$ cat config.mk
export PLATFORM = sky130hd
export DESIGN_NAME = multicycle_ctrl
export DESIGN_NICKNAME = d
export VERILOG_FILES = /design/src/rtl/ctrl_pkg.sv /design/src/rtl/ctrl_wait_counter.sv /design/src/rtl/multicycle_ctrl.sv
export SDC_FILE = /design/constraint.sdc
export NUM_CORES = 1
export LEC_CHECK = 0
export ABC_AREA = 1
export ABC_CLOCK_PERIOD_IN_PS = 1800
export CORE_ASPECT_RATIO = 1.1
export CORE_MARGIN = 2
export CORE_UTILIZATION = 41
export CTS_BUF_LIST = sky130_fd_sc_hd__clkbuf_4 sky130_fd_sc_hd__clkbuf_8
export CTS_CLUSTER_SIZE = 20
export DETAILED_ROUTE_END_ITERATION = 6
export PLACE_DENSITY = 0.81
export RECOVER_POWER = 100
export SLEW_MARGIN = 20
export SYNTH_ARGS = -nofsm -noshare
export SYNTH_HDL_FRONTEND = slang
export SYNTH_SLANG_ARGS = --single-unit
export TNS_END_PERCENT = 100
$ cat constraint.sdc
create_clock -name clk -period 1.8 [get_ports clk]
set_input_delay 0.36 -clock clk [delete_from_list [all_inputs] [get_ports clk]]
set_output_delay 0.36 -clock clk [all_outputs]
set_load 0.02 [all_outputs]
$ cat src/rtl/ctrl_pkg.sv
// Shared encodings for the multicycle controller: opcodes, functs, state
// codes, ALU operations and the datapath mux select codes.
package ctrl_pkg;

  // Instruction opcodes (IR[31:26])
  localparam logic [5:0] OP_R    = 6'h00;
  localparam logic [5:0] OP_J    = 6'h02;
  localparam logic [5:0] OP_JAL  = 6'h03;
  localparam logic [5:0] OP_BEQ  = 6'h04;
  localparam logic [5:0] OP_ADDI = 6'h08;
  localparam logic [5:0] OP_LUI  = 6'h0f;
  localparam logic [5:0] OP_LW   = 6'h23;
  localparam logic [5:0] OP_SW   = 6'h2b;

  // R-type function codes (IR[5:0])
  localparam logic [5:0] FN_ADD = 6'h20;
  localparam logic [5:0] FN_SUB = 6'h22;
  localparam logic [5:0] FN_AND = 6'h24;
  localparam logic [5:0] FN_OR  = 6'h25;
  localparam logic [5:0] FN_SLT = 6'h2a;

  // Controller states; the code is also exported on state_dbg
  typedef enum logic [4:0] {
    S_FETCH    = 5'd0,
    S_DECODE   = 5'd1,
    S_EXEC_R   = 5'd2,
    S_WB_R     = 5'd3,
    S_EXEC_I   = 5'd4,
    S_WB_I     = 5'd5,
    S_MEM_ADDR = 5'd6,
    S_MEM_RD   = 5'd7,
    S_WB_LW    = 5'd8,
    S_MEM_WR   = 5'd9,
    S_BRANCH   = 5'd10,
    S_JUMP     = 5'd11,
    S_JAL      = 5'd12,
    S_LUI      = 5'd13,
    S_EXC      = 5'd14
  } state_e;

  // ALU operation codes
  localparam logic [2:0] ALU_ADD = 3'd0;
  localparam logic [2:0] ALU_SUB = 3'd1;
  localparam logic [2:0] ALU_AND = 3'd2;
  localparam logic [2:0] ALU_OR  = 3'd3;
  localparam logic [2:0] ALU_SLT = 3'd4;

  // Register-file write data select
  localparam logic [2:0] M2R_ALUOUT = 3'd0;
  localparam logic [2:0] M2R_MDR    = 3'd1;
  localparam logic [2:0] M2R_PC     = 3'd2;
  localparam logic [2:0] M2R_LUI    = 3'd3;
  localparam logic [2:0] M2R_SLT    = 3'd4;

  // PC next-value select
  localparam logic [1:0] PCS_ALU    = 2'd0;
  localparam logic [1:0] PCS_ALUOUT = 2'd1;
  localparam logic [1:0] PCS_JUMP   = 2'd2;
  localparam logic [1:0] PCS_EXC    = 2'd3;

  // ALU B operand select
  localparam logic [1:0] SRCB_B      = 2'd0;
  localparam logic [1:0] SRCB_FOUR   = 2'd1;
  localparam logic [1:0] SRCB_IMM    = 2'd2;
  localparam logic [1:0] SRCB_IMM_SH = 2'd3;

  // Register-file destination select
  localparam logic [1:0] RD_RT = 2'd0;
  localparam logic [1:0] RD_RD = 2'd1;
  localparam logic [1:0] RD_RA = 2'd2;

  // True for the R-type functs the controller implements
  function automatic logic funct_legal(input logic [5:0] funct);
    return (funct == FN_ADD) || (funct == FN_SUB) || (funct == FN_AND) ||
           (funct == FN_OR)  || (funct == FN_SLT);
  endfunction

  // ALU operation an R-type funct asks for
  function automatic logic [2:0] alu_op_for_funct(input logic [5:0] funct);
    case (funct)
      FN_SUB:  return ALU_SUB;
      FN_AND:  return ALU_AND;
      FN_OR:   return ALU_OR;
      FN_SLT:  return ALU_SLT;
      default: return ALU_ADD;
    endcase
  endfunction

endpackage

$ cat src/rtl/ctrl_wait_counter.sv
// Saturating wait-state counter used to stretch memory accesses.
// done is high once the count has reached MEM_WAIT.
module ctrl_wait_counter #(
  parameter int unsigned MEM_WAIT = 1
) (
  input  logic clk,
  input  logic reset_n,
  input  logic clear,
  input  logic enable,
  output logic done
);

  localparam int CW = $clog2(MEM_WAIT + 2);

  logic [CW-1:0] count_q;
  logic [CW-1:0] count_d;

  // Next count: clear wins, otherwise count up and hold at MEM_WAIT
  always_comb begin
    count_d = count_q;
    if (clear) begin
      count_d = '0;
    end else if (enable && (count_q != CW'(MEM_WAIT))) begin
      count_d = count_q + CW'(1);
    end
  end

  // Count register
  always_ff @(posedge clk or negedge reset_n) begin
    if (!reset_n) begin
      count_q <= '0;
    end else begin
      count_q <= count_d;
    end
  end

  assign done = (count_q == CW'(MEM_WAIT));

endmodule

$ cat src/rtl/multicycle_ctrl.sv
// Moore control FSM for the multicycle datapath. Outputs decode the
// registered state (plus stable IR fields), so they change only after
// the clock edge that moves the state.
module multicycle_ctrl
  import ctrl_pkg::*;
#(
  parameter int unsigned MEM_WAIT = 1
) (
  input  logic       clk,
  input  logic       reset_n,
  input  logic [5:0] opcode,
  input  logic [5:0] funct,
  input  logic       zero,
  input  logic       overflow,
  output logic       pc_write,
  output logic       pc_write_cond,
  output logic       i_or_d,
  output logic       mem_rd,
  output logic       mem_wr,
  output logic       ir_write,
  output logic [1:0] reg_dst,
  output logic [2:0] mem_to_reg,
  output logic       reg_write,
  output logic       alu_src_a,
  output logic [1:0] alu_src_b,
  output logic [2:0] alu_op,
  output logic [1:0] pc_source,
  output logic       epc_write,
  output logic [4:0] state_dbg
);

  state_e state_q;
  state_e state_d;
  logic   wait_done;
  logic   wait_en;

  // The branch decision is made in the datapath by gating pc_write_cond
  // with zero, so the controller only passes it through here.
  logic unused_zero;
  assign unused_zero = zero;

  ctrl_wait_counter #(
    .MEM_WAIT (MEM_WAIT)
  ) u_wait (
    .clk     (clk),
    .reset_n (reset_n),
    .clear   (state_d != state_q),
    .enable  (wait_en),
    .done    (wait_done)
  );

  // Next-state selection and per-state control outputs
  always_comb begin
    state_d       = state_q;
    wait_en       = 1'b0;
    pc_write      = 1'b0;
    pc_write_cond = 1'b0;
    i_or_d        = 1'b0;
    mem_rd        = 1'b0;
    mem_wr        = 1'b0;
    ir_write      = 1'b0;
    reg_dst       = RD_RT;
    mem_to_reg    = M2R_ALUOUT;
    reg_write     = 1'b0;
    alu_src_a     = 1'b0;
    alu_src_b     = SRCB_B;
    alu_op        = ALU_ADD;
    pc_source     = PCS_ALU;
    epc_write     = 1'b0;
    case (state_q)
      S_FETCH: begin
        mem_rd    = 1'b1;
        alu_src_b = SRCB_FOUR;
        wait_en   = 1'b1;
        if (wait_done) begin
          ir_write = 1'b1;
          pc_write = 1'b1;
          state_d  = S_DECODE;
        end
      end
      S_DECODE: begin
        alu_src_b = SRCB_IMM_SH;
        case (opcode)
          OP_R:            state_d = funct_legal(funct) ? S_EXEC_R : S_EXC;
          OP_ADDI:         state_d = S_EXEC_I;
          OP_LW, OP_SW:    state_d = S_MEM_ADDR;
          OP_BEQ:          state_d = S_BRANCH;
          OP_J:            state_d = S_JUMP;
          OP_JAL:          state_d = S_JAL;
          OP_LUI:          state_d = S_LUI;
          default:         state_d = S_EXC;
        endcase
      end
      S_EXEC_R: begin
        alu_src_a = 1'b1;
        alu_op    = alu_op_for_funct(funct);
        if (((funct == FN_ADD) || (funct == FN_SUB)) && overflow) begin
          state_d = S_EXC;
        end else begin
          state_d = S_WB_R;
        end
      end
      S_WB_R: begin
        reg_dst    = RD_RD;
        reg_write  = 1'b1;
        mem_to_reg = (funct == FN_SLT) ? M2R_SLT : M2R_ALUOUT;
        state_d    = S_FETCH;
      end
      S_EXEC_I: begin
        alu_src_a = 1'b1;
        alu_src_b = SRCB_IMM;
        state_d   = overflow ? S_EXC : S_WB_I;
      end
      S_WB_I: begin
        reg_write = 1'b1;
        state_d   = S_FETCH;
      end
      S_MEM_ADDR: begin
        alu_src_a = 1'b1;
        alu_src_b = SRCB_IMM;
        state_d   = (opcode == OP_LW) ? S_MEM_RD : S_MEM_WR;
      end
      S_MEM_RD: begin
        i_or_d  = 1'b1;
        mem_rd  = 1'b1;
        wait_en = 1'b1;
        if (wait_done) begin
          state_d = S_WB_LW;
        end
      end
      S_WB_LW: begin
        mem_to_reg = M2R_MDR;
        reg_write  = 1'b1;
        state_d    = S_FETCH;
      end
      S_MEM_WR: begin
        i_or_d  = 1'b1;
        mem_wr  = 1'b1;
        state_d = S_FETCH;
      end
      S_BRANCH: begin
        alu_src_a     = 1'b1;
        alu_op        = ALU_SUB;
        pc_source     = PCS_ALUOUT;
        pc_write_cond = 1'b1;
        state_d       = S_FETCH;
      end
      S_JUMP: begin
        pc_source = PCS_JUMP;
        pc_write  = 1'b1;
        state_d   = S_FETCH;
      end
      S_JAL: begin
        pc_source  = PCS_JUMP;
        pc_write   = 1'b1;
        reg_dst    = RD_RA;
        mem_to_reg = M2R_PC;
        reg_write  = 1'b1;
        state_d    = S_FETCH;
      end
      S_LUI: begin
        mem_to_reg = M2R_LUI;
        reg_write  = 1'b1;
        state_d    = S_FETCH;
      end
      S_EXC: begin
        epc_write = 1'b1;
        alu_src_b = SRCB_FOUR;
        alu_op    = ALU_SUB;
        pc_source = PCS_EXC;
        pc_write  = 1'b1;
        state_d   = S_FETCH;
      end
      default: begin
        state_d = S_FETCH;
      end
    endcase
  end

  // State register; reset abandons any instruction in flight
  always_ff @(posedge clk or negedge reset_n) begin
    if (!reset_n) begin
      state_q <= S_FETCH;
    end else begin
      state_q <= state_d;
    end
  end

  assign state_dbg = state_q;

endmodule

**Word-level counts from Yosys, hierarchy flattened**

Index checks and enable logic that the tools add are counted.

- Reductions and logical operators: 19
- Add/subtract/negate cells: 1
- Multiplexer cells: 27
- Equality and inequality tests: 29

Operator list:

| operator | number |
|---|---|
| $eq A6 B6 Y1 const B | 7 |
| $eq A5 B4 Y1 const B | 7 |
| $pmux W5 S6 | 1 |
| $pmux W4 S7 | 1 |
| $pmux W3 S4 | 2 |
| $eq A5 B3 Y1 const B | 4 |
| $mux W4 | 4 |
| $reduce_or A2 Y1 | 7 |
| $eq A6 B2 Y1 const B | 2 |
| $eq A6 B4 Y1 const B | 2 |
| $pmux W2 S3 | 2 |
| $eq A5 B2 Y1 const B | 2 |
| $mux W5 | 2 |
| $mux W1 | 9 |
| $eq A6 B3 Y1 const B | 1 |
| $logic_not A6 Y1 | 1 |
| $pmux W3 S2 | 1 |
| $eq A5 B1 Y1 const B | 1 |
| $logic_not A5 Y1 | 1 |
| $ne A5 B5 Y1 | 1 |
| $reduce_or A5 Y1 | 1 |
| $logic_or A1 B1 Y1 | 4 |
| $mux W2 | 2 |
| $pmux W2 S2 | 1 |
| 9 further kinds | 10 |

- Input port bits: 16
- Output and inout port bits: 26
- Logic and storage cells: 78
- Flip-flop bits (word level): 7

**Depth between registers and ports, before layout**

- Word-level depth: 10
- Gate-level depth with buffers: 9
- Gate-level depth less buffers: 9

**Cells and area by module**

A second synthesis with hierarchy kept.

- Cell total of the unflattened synthesis: 159
- Area total of the unflattened synthesis: 840.8 um2

Modules (own cells, without submodules):

| module | cells each | area each (um2) | times used |
|---|---|---|---|
| multicycle_ctrl | 142 | 718.2 | 1 |
| ctrl_wait_counter | 17 | 122.6 | 1 |

**Worst setup path after synthesis**

OpenSTA, ideal clock, no wires.

- Kind: register -> output
- Start point: reg state_q[3], in the netlist state_dbg[3]
- End point: out mem_to_reg[2]
- Data required time: 1.440 ns
- Setup slack: -0.014 ns
- Stages on the path, launching flop included: 6
- Path buffers: 0
- Arrival: 1.454 ns
- Cells stage by stage: dfrtp_1 inv_2 nand2_2 nor2_1 inv_1 nor2_1

- Longest elaborated chain between the ends: 2
- Elaborated cells on any way between the ends: 5
- Those cells by class: eq/ne (4); mux (1)

Ends and longest elaborated chain:

| element | RTL line | text |
|---|---|---|
| start: declaration | multicycle_ctrl.sv:32 | `state_e state_q;` |
| start signal: assignment | multicycle_ctrl.sv:185 | `state_q <= state_d;` |
| $eq A5 B4 Y1 or $eq A5 B2 Y1 (tied branches) | multicycle_ctrl.sv:70 | `case (state_q)` |
| $pmux W3 S4 (*) | multicycle_ctrl.sv:70 |  |
| end: declaration | multicycle_ctrl.sv:22 | `output logic [2:0] mem_to_reg,` |

Every way passes the cells marked *; elsewhere a longest branch is shown, timed or not.

**Worst setup path in the final report**

- Start point: reg state_q[4], in the netlist state_dbg[4]
- End point: out alu_op[0]

- Longest elaborated chain between the ends: 3
- Elaborated cells on any way between the ends: 5
- Those cells by class: eq/ne (3); mux (1); reduce/logical (1)

Ends and longest elaborated chain:

| element | RTL line | text |
|---|---|---|
| $eq A5 B4 Y1 | multicycle_ctrl.sv:70 |  |
| $reduce_or A2 Y1 (no source line) | - |  |
| $pmux W3 S2 (*) | multicycle_ctrl.sv:70 |  |
| end: declaration | multicycle_ctrl.sv:26 | `output logic [2:0] alu_op,` |

Marks and branches as above.

==> impl_results.md <==
- Core outline area: 1978 um2
- ANT nets after route: 0
- Layout Area Growth over Synthesis: 92.64%
- Violation count after the first detailed-routing iteration: 66
- Sum of internal, switching and leakage power: 1.514 mW
- Proportion of layout cells with a drive suffix above 1: 0.4585
- Total Die Area: 2452 um2
- Critical-path maximum fanout: 4
- Setup repair after global routing missed its margin: yes
- Final Max Slew Viols: 0
- Sequential cell area fraction in the yosys report: 0.2062
- Maximum buffer depth of the clock tree: 2
- FF-to-FF path depth: 8
- Top post-synthesis cells by area: dfrtp_1 (21%), nor2_1 (14%), nand2_1 (13%)
- Post-detailed-placement cell area: 1528 um2
- Setup Crit Path Kind: reg -> out
- Residual DRC: 0
- Shortest clock period the worst path allows after layout: 1963 ps
- Global routing met2 resource utilization: 0.5405
- Peak supply drop: 0.7122 mV
- Data arrival time of the critical path: 1600 ps
- Number of antenna violations at the first check in global routing: 0
- Violated checks: negative setup slack
- Wire length per cell: 15.82 um
- Row Count: 17
- RD Place Congestion: 0.9114
- Most common library cell in the layout ignoring fill and taps: buf_4
- Met1 routing resource usage after global routing: 0.2716
- Buffers on Ports: 40
- Crit path required time: 1440 ps
- Critical path, cell by cell: nor2_4 > nand2_4 > nor2_4 > inv_4 > nor2_4 > nand2_2 > o221ai_2 > buf_4
- Period utilisation layout: 1.091
- Total congestion overflow after global routing: 0
- Total of max-cap violations: 0
- Post-Place Setup Slack: -609.8 ps
- Vias in the first global route: 1240
- Vias post-DR: 1396
- Instance count of the mapped netlist: 150
- Clock buffers created by TritonCTS: 3
- Areal power density over the cells: 924.8 nW/um2
- Commonest non-fill, non-tap cells in the layout: buf_4 (41), nand2_1 (27), inv_1 (22)
- GR met3 Demand/Resource: 0.04514
- Worst clock skew: 8.408 ps
- Initial Utilization: 0.4295
- Layer carrying the most global-route usage: met2
- Area of the multi-input gates: 664.4 um2
- Crit path top cell by count: nor2_4
- Total Neg Setup Slack: -437.3 ps
- Syn Nets: 167
- Top cell type's share of synthesized area: 0.2062
- Clock sink count: 7
- DRT Pass-1 Iters: 5
- Startpoint types: flop
- Tightest Hold Check Type: in -> async
- Hold Buf Count CTS: 0
- Antenna diodes: 0
- DPL Wire Length: 2578 um
- Number of fillers in the final layout: 129
- Register area: 175.2 um2
- IO Count: 42
- WHS: 421.1 ps
- # nets final: 247
- Static leakage power: 0.8816 nW
- First-pass GRT wire length: 4968 um
- Slowest cell on the critical path: dfrtp_1
- X dimension of the die: 47.40 um
- Critical Path End Type: primary output
- Post-synthesis cell type count: 22
- Clock transition time at the flip-flop clock pins of the worst setup and hold paths: 60 ps
- Die span in y: 51.74 um
- Global Route Usage Sum: 0.2833
- Library cell occupying the most area in the post-synthesis netlist: dfrtp_1
- Final Hold Viols: 0
- Outcome: complete, but fails checks
- Routed Wire Length: 4065 um
- Mean number of vias per cell: 5.432
- Clk root buf: clkbuf_4
- Longest individual stage delay on the worst path: 440 ps
- Highest clock frequency the design can meet: 0.5093 GHz
- Flops & latches, synth: 7
- Clock latency on the worst-skew pair: 270 ps
- Synthesized area divided by synthesized cell count: 5.664 um2
- Worst setup slack after layout: -163.5 ps
- Number of warnings reported in the yosys synthesis log: 0
- Maximum number of pins on one net before global-route repair: 8
- Number of failing setup endpoints in the final timing report: 10
- H-tree depth: 1
- Finished Cell Area: 1637 um2
- Clock tree from TritonCTS: built
- Mapped cell area: 849.6 um2
[through the flow]
stage / cells / utilization
after CTS: 255 / 0.7717
after detailed placement: 250 / 0.7723
after global routing: 257 / 0.8273
final: 257 / 0.8273
after floorplan: 150 / -
after global placement: 250 / 0.7723
[per-layer routing]
metal,vias to the layer above,routed length [um],share of wire
li1,629,-,-
met3,38,319,0.078
met4,0,280,0.069
met2,114,2039,0.50
met1,615,1425,0.35
met5,-,0,0
[power by group]
part	total, mW	switching, mW	internal [mW]
Clock	0.169	0.0688	0.100
Combinational	1.10	0.619	0.485
Sequential	0.240	0.0353	0.205
Total	1.51	0.723	0.790
[layout make-up]
type                       instances  share of cell area
multi-input combinational        113              0.4060
timing repair buffer              75              0.3769
sequential                         7              0.1070
inverter                          30             0.07034
tap                               28             0.02141
clock buffer                       4             0.01835
[state kept, by name, summed over array words and instances (netlist names)]
name,count
u_wait.count_q,2
state_dbg,5
[worst max-delay path: cells and delay by family (launching register included)]
| kind | cells | cell delay [ps] |
|---|---|---|
| AOI/OAI and AO/OA | 1 | 80 |
| buffers and inverters | 2 | 250 |
| DFF | 1 | 440 |
| and+or+nand+nor | 5 | 570 |
[path summary, 6_finish.rpt]
kind / end / from / slack [ps]
max in group asynchronous: state_dbg[1] / reset_n / 1130
max: alu_op[0] / state_dbg[4] / -160
min in group clk: u_wait.count_q[0] / u_wait.count_q[0] / 430
min: state_dbg[3] / reset_n / 420
min reg2reg: u_wait.count_q[0] / u_wait.count_q[0] / 430
max reg2reg: state_dbg[3] / state_dbg[4] / 190
[cell usage after synthesis, drive strengths merged]
cell	count
a21oi	2
conb	1
dfrtp	7
ha	1
inv	30
nand2	34
nand3	17
nand3b	1
nand4	4
nor2	41
nor3	4
o21ai	4
o221ai	2
o22ai	1
xor2	1
[cells by family (layout without fill, tap and decap cells)]
group	Yosys count	after routing	share of synthesized area
fa+ha+maj	1	1	0.01473
buf+inv	30	109	0.1325
simple gates	101	101	0.5641
compound gates	9	9	0.06775
other cells	1	1	0.004414
xor+xnor	1	1	0.01031
flops	7	7	0.2062
[what timing repair did]
item                                    CTS  global route
gates resized for setup                  92            47
pin swaps                                 3             9
endpoints found under the setup margin   21            19
buffers inserted                          1             2
Note: power is estimated with default switching activity, not from simulation.
